### src/rtl/memfifo_pkg.sv
// Shared widths and state encoding for the
// 128-bit FIFO to 16-bit EZ-USB unpacker.
package memfifo_pkg;

  localparam int USB_WIDTH  = 16;
  localparam int FIFO_WIDTH = 128;
  localparam int SUBWORDS   = 8;
  localparam int IDX_WIDTH  = $clog2(SUBWORDS);

  typedef enum logic {
    IDLE   = 1'b0,
    STREAM = 1'b1
  } state_e;

  function automatic logic [USB_WIDTH-1:0] swap16(
    input logic [USB_WIDTH-1:0] w
  );
    return {w[7:0], w[15:8]};
  endfunction

endpackage

### src/rtl/usb_unpacker.sv
// Splits FWFT FIFO 128-bit words into eight
// 16-bit sub-words, low lane first.
module usb_unpacker
  import memfifo_pkg::*;
#(
  parameter bit SWAP_BYTES = 1'b0,
  parameter int CNT_WIDTH  = 32
) (
  input  logic                  ifclk,
  input  logic                  reset_n,
  input  logic                  enable,
  input  logic [127:0]          fifo_do,
  input  logic                  fifo_empty,
  output logic                  fifo_rden,
  output logic [15:0]           out_data,
  output logic                  out_valid,
  input  logic                  out_ready,
  output logic [CNT_WIDTH-1:0]  word_cnt,
  output logic                  busy
);

  state_e                  state_q, state_d;
  logic [IDX_WIDTH-1:0]    idx_q, idx_d;
  logic [FIFO_WIDTH-1:0]   sr_q, sr_d;
  logic                    rden_q, rden_d;
  logic [CNT_WIDTH-1:0]    cnt_q, cnt_d;
  logic                    busy_q, busy_d;

  logic xfer;
  logic last;
  logic can_load;

  assign xfer     = (state_q == STREAM) && out_ready;
  assign last     = xfer && (idx_q == IDX_WIDTH'(SUBWORDS - 1));
  assign can_load = enable && !fifo_empty;

  always_comb begin
    state_d = state_q;
    idx_d   = idx_q;
    sr_d    = sr_q;
    rden_d  = 1'b0;
    cnt_d   = cnt_q;
    unique case (state_q)
      IDLE: begin
        if (can_load) begin
          state_d = STREAM;
          sr_d    = fifo_do;
          idx_d   = '0;
          rden_d  = 1'b1;
          cnt_d   = cnt_q + CNT_WIDTH'(1);
        end
      end
      STREAM: begin
        if (xfer) begin
          sr_d  = sr_q >> USB_WIDTH;
          idx_d = idx_q + IDX_WIDTH'(1);
        end
        // Reload on the last lane avoids a bubble
        if (last) begin
          if (can_load) begin
            sr_d   = fifo_do;
            idx_d  = '0;
            rden_d = 1'b1;
            cnt_d  = cnt_q + CNT_WIDTH'(1);
          end else begin
            state_d = IDLE;
          end
        end
      end
      default: state_d = IDLE;
    endcase
    busy_d = (state_d == STREAM);
  end

  always_ff @(posedge ifclk or negedge reset_n) begin
    if (!reset_n) begin
      state_q <= IDLE;
      idx_q   <= '0;
      sr_q    <= '0;
      rden_q  <= 1'b0;
      cnt_q   <= '0;
      busy_q  <= 1'b0;
    end else begin
      state_q <= state_d;
      idx_q   <= idx_d;
      sr_q    <= sr_d;
      rden_q  <= rden_d;
      cnt_q   <= cnt_d;
      busy_q  <= busy_d;
    end
  end

  // Drained shift register is all zero, so IDLE shows 0
  assign out_data  = SWAP_BYTES ? swap16(sr_q[15:0])
                                : sr_q[15:0];
  assign out_valid = (state_q == STREAM);
  assign fifo_rden = rden_q;
  assign word_cnt  = cnt_q;
  assign busy      = busy_q;

endmodule

### config.mk
export PLATFORM = sky130hd
export DESIGN_NAME = usb_unpacker
export DESIGN_NICKNAME = d
export VERILOG_FILES = /design/src/rtl/memfifo_pkg.sv /design/src/rtl/usb_unpacker.sv
export SDC_FILE = /design/constraint.sdc
export NUM_CORES = 1
export LEC_CHECK = 0
export CORE_MARGIN = 2
export CORE_UTILIZATION = 42
export DETAILED_ROUTE_END_ITERATION = 7
export GPL_ROUTABILITY_DRIVEN = 0
export PLACE_DENSITY = 0.71
export SLEW_MARGIN = 20
export SYNTH_ARGS = -nofsm -noshare
export SYNTH_HDL_FRONTEND = slang
export SYNTH_SLANG_ARGS = --single-unit
### constraint.sdc
create_clock -name ifclk -period 3.3 [get_ports ifclk]
set_clock_uncertainty 0.05 [all_clocks]
set_input_delay 0.495 -clock ifclk [delete_from_list [all_inputs] [get_ports ifclk]]
set_output_delay 0.495 -clock ifclk [all_outputs]
set_load 0.02 [all_outputs]
* Word-level counts from Yosys, hierarchy flattened *
Cells that the tools add are included.

word-level totals
  bits in registers = 165
  input bits = 133
  output and inout port bits = 51
  logic and storage cells = 33

cells by class
  add/subtract/negate cells = 2
  equal/unequal tests = 3
  mux-type cells = 18
  bitwise logic cells = 1
  reductions and logical operators = 4

operators with widths
  operator                                       count
  2-to-1 mux 128 bit                             4
  case mux 128 bit (2 select lines)              1
  2-to-1 mux 32 bit                              2
  case mux 32 bit (2 select lines)               1
  adder 32 x 1 -> 32 bit, second input constant  1
  2-to-1 mux 3 bit                               4
  case mux 3 bit (2 select lines)                1
  case mux 1 bit (2 select lines)                2
  adder 3 x 1 -> 3 bit, second input constant    1
  == test 3 bit, second input constant           1
  logical AND 1 bit                              3
  2-to-1 mux 1 bit                               3
  != test 2 x 1 -> 1 bit, second input constant  1
  != test 2 bit, second input constant           1
  zero test 1 bit                                1
  inverter 1 bit                                 1

* Longest topological paths before layout *
Gate-level depths: netlist of the first run.

  depth after elaboration = 5
  gate-level depth with buffers = 8
  depth with buffers taken out = 6

* Worst setup path after synthesis of the first run *
OpenSTA, ideal clock, no wires.

  path kind = register to register
  start = register idx_q[0]
  end = register sr_q[119]
  library setup time = 0.121 ns
  data arrival time = 1.734 ns
  data required time = 3.129 ns
  path slack = 1.395 ns
  stages on the path, launching flop included = 8
  buffers on the path = 2
  clock period less this slack = 1.905 ns
  cell sequence = dfrtp_1 -> ha_1 -> ha_1 -> a21boi_4 -> nor2_1 -> buf_2 -> buf_2 -> a22o_1

between the ends
  word-level cells in the longest chain between the ends = 4

RTL lines
  element                            RTL line            text
  from (decl)                        usb_unpacker.sv:23  logic [IDX_WIDTH-1:0] idx_q, idx_d;
  from (signal assigned)             usb_unpacker.sv:85  idx_q <= idx_d;
  == test 3 bit                      usb_unpacker.sv:34  assign last = xfer && (idx_q == IDX_WIDTH'(SUBWORDS - 1));
  logical AND 1 bit                  usb_unpacker.sv:34
  2-to-1 mux 128 bit                 usb_unpacker.sv:59  if (last) begin
  case mux 128 bit (2 select lines)  usb_unpacker.sv:43  unique case (state_q)
  to (signal assigned)               usb_unpacker.sv:86  sr_q <= sr_d;
  to (decl)                          usb_unpacker.sv:24  logic [FIFO_WIDTH-1:0] sr_q, sr_d;

Every way passes these cells.
A chain may end at the register's enable or synchronous reset.

==> results.yml, run 1 <==
finish:
  drive_gt1_share_pct: 16.1
  final_common_cell: "clkdlybuf4s50_1"
  seqCellArea_mm2: 0.00413
  final_cell_mix: "clkdlybuf4s50_1, dfrtp_1, nand2_1"
  fillers: 1800
  final_nets: 1209
  multi_input_area_mm2: 0.00421
  syn2layout_area_growth_pct: 28.9
  finalNonFillerCells: 1356
  n_antenna_cell: 0
timing:
  worst_pin_slew_ps: 926
  rsz0062_at_grt: "no"
  setup_viol: 0
  hold_violations: 0
  finalCriticalPeriod_ps: 2640
  finalMaxSlewViolations: 0
  maxSlewHeadroom_pct: 38.3
  period_share_pct: 79.9
  max_freq_mhz: 379
  finalSetupTns_ps: 0
synth:
  synth_top_flop_cell: "dfrtp_1"
  synth_warnings: 0
  synth_area_per_cell_um2: 9.32
  synth.distinct_cells: 40
  syn_inst: 940
  syn_nets: 1076
  seq_area_frac_synth_pct: 47.1
  synth-edff-count: 0
  synthArstFlopShare_pct: 100
  ys_ff_latch: 165
  syn-cell-area_mm2: 0.00876
clocking:
  cts_made_buffers: 17
  clkTransAtPathRegs_ps: 70
  cts_buffer_depth: 2
  cts_tree: "built"
  ctsResizeCount: 0
  holdBufCountCts: 0
  clkLatencyLatePin_ps: 430
  clock_sinks: 165
  root_buffer: "clkbuf_16"
  cts_setup_buffers: 0
  cts_max_level: 4
routing:
  routedWlPerCell_um: 16.8
  dr.first_iter.drc_count: 351
  postRouteWirelength_um: 22800
  drc: 0
  drt_pass1_iterations: 4
  routed_via_density: 5.26
  postRouteAntennaNets: 0
  vias: 7136
global_route:
  first_global_vias: 6963
  use_met2_pct: 34.0
  met1_usage_pct: 30.2
  top_usage_layer: "met2"
  use_met3_pct: 2.85
  grt_start_max_net_pins: 99
  grt_usage_pct: 21.1
  antenna_found_initial: 0
  grt_pass1_wl_um: 36900
  gr-total-overflow: 0
power_and_ir_drop:
  vdd_drop_max_uv: 332
  p_leak_nw: 4.88
  cellPowerDensity_mw_per_mm2: 721
die:
  ioPinCount: 184
  core_mm2: 0.0204
  start_util_pct: 43.0
  die_w_um: 148
  fp.dieH_um: 148
  fp-row-count: 52
  dieArea_mm2: 0.0220
worst_setup_path:
  reg2reg_to: "sr_q[82]"
  path_max_fanout: 64
  r2r_start: "busy"
  ff2ff_path_depth: 4
  path_class: "reg2out"
  path_delay_family: "flip-flops"
  path_cells: "clkdlybuf4s50_1"
  path_buf_inv: 1
  crit_arrival_ps: 2090
  reg2reg_setup_slack_ps: 860
  end_kind: "primary output"
  max_stage_delay_ps: 920
  cp-start-kind: "flip-flop"
  critPathRequiredTime_ps: 2750
  crit_path_top_delay_cell: "dfrtp_4"
placed_design:
  port_buffers: 183
  post-place-cells: 1324
  hpwl_um: 15200
flow_run:
  cap_violations: 0
worst_hold_path:
  min_path_type: "in2async"
outcome:
  run_status: "finished clean"
## where the power goes
group | leakage, nW | switching, mW | internal, mW
combinational | 2.35 | 1.23 | 1.41
clock | 0.303 | 0.881 | 1.21
sequential | 2.22 | 0.694 | 2.71
## worst register-to-register path, cell delays in order, from the launching register on
cell	delay [ps]
dfrtp_4	760
nor2_4	690
buf_4	590
nand2_1	160
o21ai_0	110
## how the worst max path moves through the flow
stage / slack (ps) / start / depth (start not counted) / endpoint
floorplan: 1390 / idx_q[0] / 7 / sr_q[119]
global placement: 600 / enable / 6 / sr_q[48]
detailed placement: 580 / enable / 6 / sr_q[86]
CTS: 640 / busy / 1 / out_valid
global route: 570 / busy / 1 / out_valid
finish: 660 / busy / 1 / out_valid
## stage by stage
step / worst slack [ps] / area (um^2) / util [%] / total power [mW] / hold WS [ps]
global route: 574 / 11300 / 55.5 / 8.68 / 182
floorplan: 1390 / 8760 / - / 5.19 / 149
detailed placement: 581 / 10700 / 52.4 / 6.10 / 416
global placement: 600 / 10700 / 52.4 / 5.99 / 410
CTS: 640 / 11300 / 55.5 / 8.19 / 157
finish: 662 / 11300 / 55.5 / 8.14 / 109
## state kept, by name (all words and copies together) (netlist names)
register	cells
sr_q	128
word_cnt	32
idx_q	3
busy	1
fifo_rden	1
## layer usage
layer | routed length [um] | vias up
met5 | 0 | -
met4 | 189 | 0
met1 | 10800 | 3453
met3 | 774 | 14
li1 | - | 3499
met2 | 11100 | 170
## layout make-up
| cell class | instances | share of cell area, % |
|---|---|---|
| clock buffers | 17 | 3.77 |
| multi-input cells | 690 | 37.3 |
| flip-flops and latches | 165 | 36.6 |
| inverters | 2 | 0.0665 |
| repair buffers | 197 | 17.6 |
| well taps | 270 | 2.99 |
| clock inverters | 15 | 1.70 |
## logic make-up (layout without fill, tap and decap cells)
group,count (synthesis),after routing,share of synthesized area (%)
simple gates,295,295,14.5
compound gates,246,246,15.0
flops,165,165,47.1
mux,115,115,14.8
buf+inv,85,231,5.08
xor+xnor,31,31,3.10
fa+ha+maj,3,3,0.428
## Yosys cell counts, types with 3 or more instances
cell | number | area (um^2)
nand2_1 | 125 | 469
a22o_1 | 16 | 140
dfrtp_1 | 165 | 4130
nand3_1 | 14 | 70.1
nand4_1 | 10 | 62.6
mux2_2 | 113 | 1270
clkbuf_1 | 31 | 116
buf_2 | 29 | 145
nor2_1 | 120 | 450
xor2_1 | 6 | 52.6
o21ai_0 | 84 | 420
nor3_1 | 5 | 25.0
o21ai_1 | 29 | 145
buf_4 | 22 | 165
a21oi_1 | 112 | 561
and3_1 | 3 | 18.8
nand4b_1 | 3 | 26.3
ha_1 | 3 | 37.5
xnor2_1 | 25 | 219
No activity file was read; power rests on OpenSTA's default activity.
==> run 2: changes to the inputs <==
- PLACE_DENSITY: 0.71 -> 0.73
- clock period: 3.3 -> 2.4 ns (I/O delays scaled with it)
==> run 2 against run 1 <==
  * Via count increased by 1.5%
  * Flip-flop and latch count is the same
  * Cell count increased by 0.81%
  * Core utilization increased by 0.53 points
  * Power increased by 36%
  * Die area stayed put
  * Non-clock buffer count rose by 11
  * Count of clock-buffer cells in the layout up 2
  * Critical endpoint is now sr_q[52]
==> results.yml, run 2 (synthesis results as in run 1) <==
global_route:
  grt_usage_pct: 21.4
  antenna_found_initial: 0
  grt_pass1_wl_um: 37500
  grt_start_max_net_pins: 71
  gr-total-overflow: 0
  first_global_vias: 7110
clocking:
  cts_made_buffers: 17
  ctsResizeCount: 0
  root_buffer: "clkbuf_16"
  clkTransAtPathRegs_ps: 70
  cts_buffer_depth: 2
  cts_tree: "built"
  clkLatencyLatePin_ps: 420
  clock_sinks: 165
  cts_max_level: 4
die:
  start_util_pct: 43.0
  die_w_um: 148
  dieArea_mm2: 0.0220
  fp.dieH_um: 148
  ioPinCount: 184
  core_mm2: 0.0204
  fp-row-count: 52
worst_setup_path:
  r2r_start: "idx_q[0]"
  critPathRequiredTime_ps: 2680
  end_kind: "flip-flop"
  path_class: "reg2reg"
  crit_arrival_ps: 2360
  path_max_fanout: 29
  cp-start-kind: "flip-flop"
  setup.worst_path.start: "idx_q[0]"
  ff2ff_path_depth: 7
finish:
  fillers: 1842
  top_register: "sr_q"
  final_nets: 1220
  final_common_cell: "clkdlybuf4s50_1"
  n_antenna_cell: 0
  syn2layout_area_growth_pct: 30.1
  largest_reg_flops: 128
  drive_gt1_share_pct: 16.9
  final_cell_mix: "clkdlybuf4s50_1, dfrtp_1, nand2_1"
outcome:
  run_status: "finished clean"
timing:
  fin_hold_ws_ps: 276
  finalMaxSlewViolations: 0
  setup_viol: 0
  maxSlewHeadroom_pct: 60.5
  max_freq_mhz: 481
  rsz0062_at_grt: "no"
  worst_pin_slew_ps: 592
  period_share_pct: 86.7
  finalSetupTns_ps: 0
  finalCriticalPeriod_ps: 2080
  hold_violations: 0
routing:
  postRouteAntennaNets: 0
  drc: 0
  routed_via_density: 5.30
  drt_pass1_iterations: 5
  routedWlPerCell_um: 16.9
  vias: 7244
  postRouteWirelength_um: 23200
  dr.first_iter.drc_count: 463
placed_design:
  port_buffers: 183
  hpwl_um: 15600
flow_run:
  cap_violations: 0
worst_hold_path:
  min_path_type: "in2reg"
  whs_path_depth: 3
  min_from: "out_ready"
power_and_ir_drop:
  vdd_drop_max_uv: 482
  p_leak_nw: 4.91
  totalPowerFinal_mw: 11.1
  cellPowerDensity_mw_per_mm2: 971
-- run 2: changes by cell type in the layout (fill, tap and decap cells not counted), sizes merged --
cell	previous run	this run
buf	16	26
bufinv	3	1
clkbuf	17	19
clkinv	4	5
clkinvlp	1	5
dlygate4sd3	0	1
inv	9	4
-- run 2: power breakdown --
part           switching (mW)  total [mW]  internal (mW)
clock network            1.17        2.66           1.49
registers               0.893        4.63           3.74
logic                    1.80        3.78           1.98
-- run 2: per-stage QoR --
stage	cell area, um^2	utilization [%]	setup WS (ps)	instances
finish	11400	56.0	320	1367
global route	11400	56.0	170	1367
CTS	11400	56.0	312	1367
detailed placement	10800	53.1	156	1334
global placement	10800	53.1	255	1334
floorplan	8760	-	495	940
-- run 2: layer usage --
metal,part of all wire [%],vias up,global-route usage [%]
li1,-,3514,-
met1,47,3500,30.6
met2,47,204,33.8
met3,4.8,26,3.19
met4,1.7,0,6.24
met5,0,-,0
-- run 2: final cells by class --
class	count	area (um^2)	area share [%]
flip-flops and latches	165	4130	36.2
multi-input cells	690	4210	36.9
inverters	2	7.51	0.0658
clock inverters	13	125	1.10
clock buffers	19	453	3.97
well taps	270	338	2.96
repair buffers	208	2130	18.7
-- run 2: timing repair --
action / in CTS / in global routing
setup buffers: 0 / 0
endpoints found under the hold margin: 25 / 0
endpoints found under the setup margin: 0 / 0
hold buffers: 1 / 0
-- run 2: critical path, cell delays in order, from the launching register on --
cell and delay [ps]:
dfrtp_1 410, ha_1 220, ha_1 220, and3b_1 250, a21boi_4 220, buf_4 320, nor2_1 100, o21ai_0 170
-- run 2: path summary, 6_finish.rpt --
| path | end | slack, ps |
|---|---|---|
| worst max-delay path | sr_q[52] | 320 |
| worst min-delay path | idx_q[1] | 280 |
| worst max register to register | sr_q[52] | 320 |
| worst min register to register | word_cnt[31] | 420 |
| max in group asynchronous | sr_q[48] | 1210 |
| min in group asynchronous | word_cnt[26] | 320 |
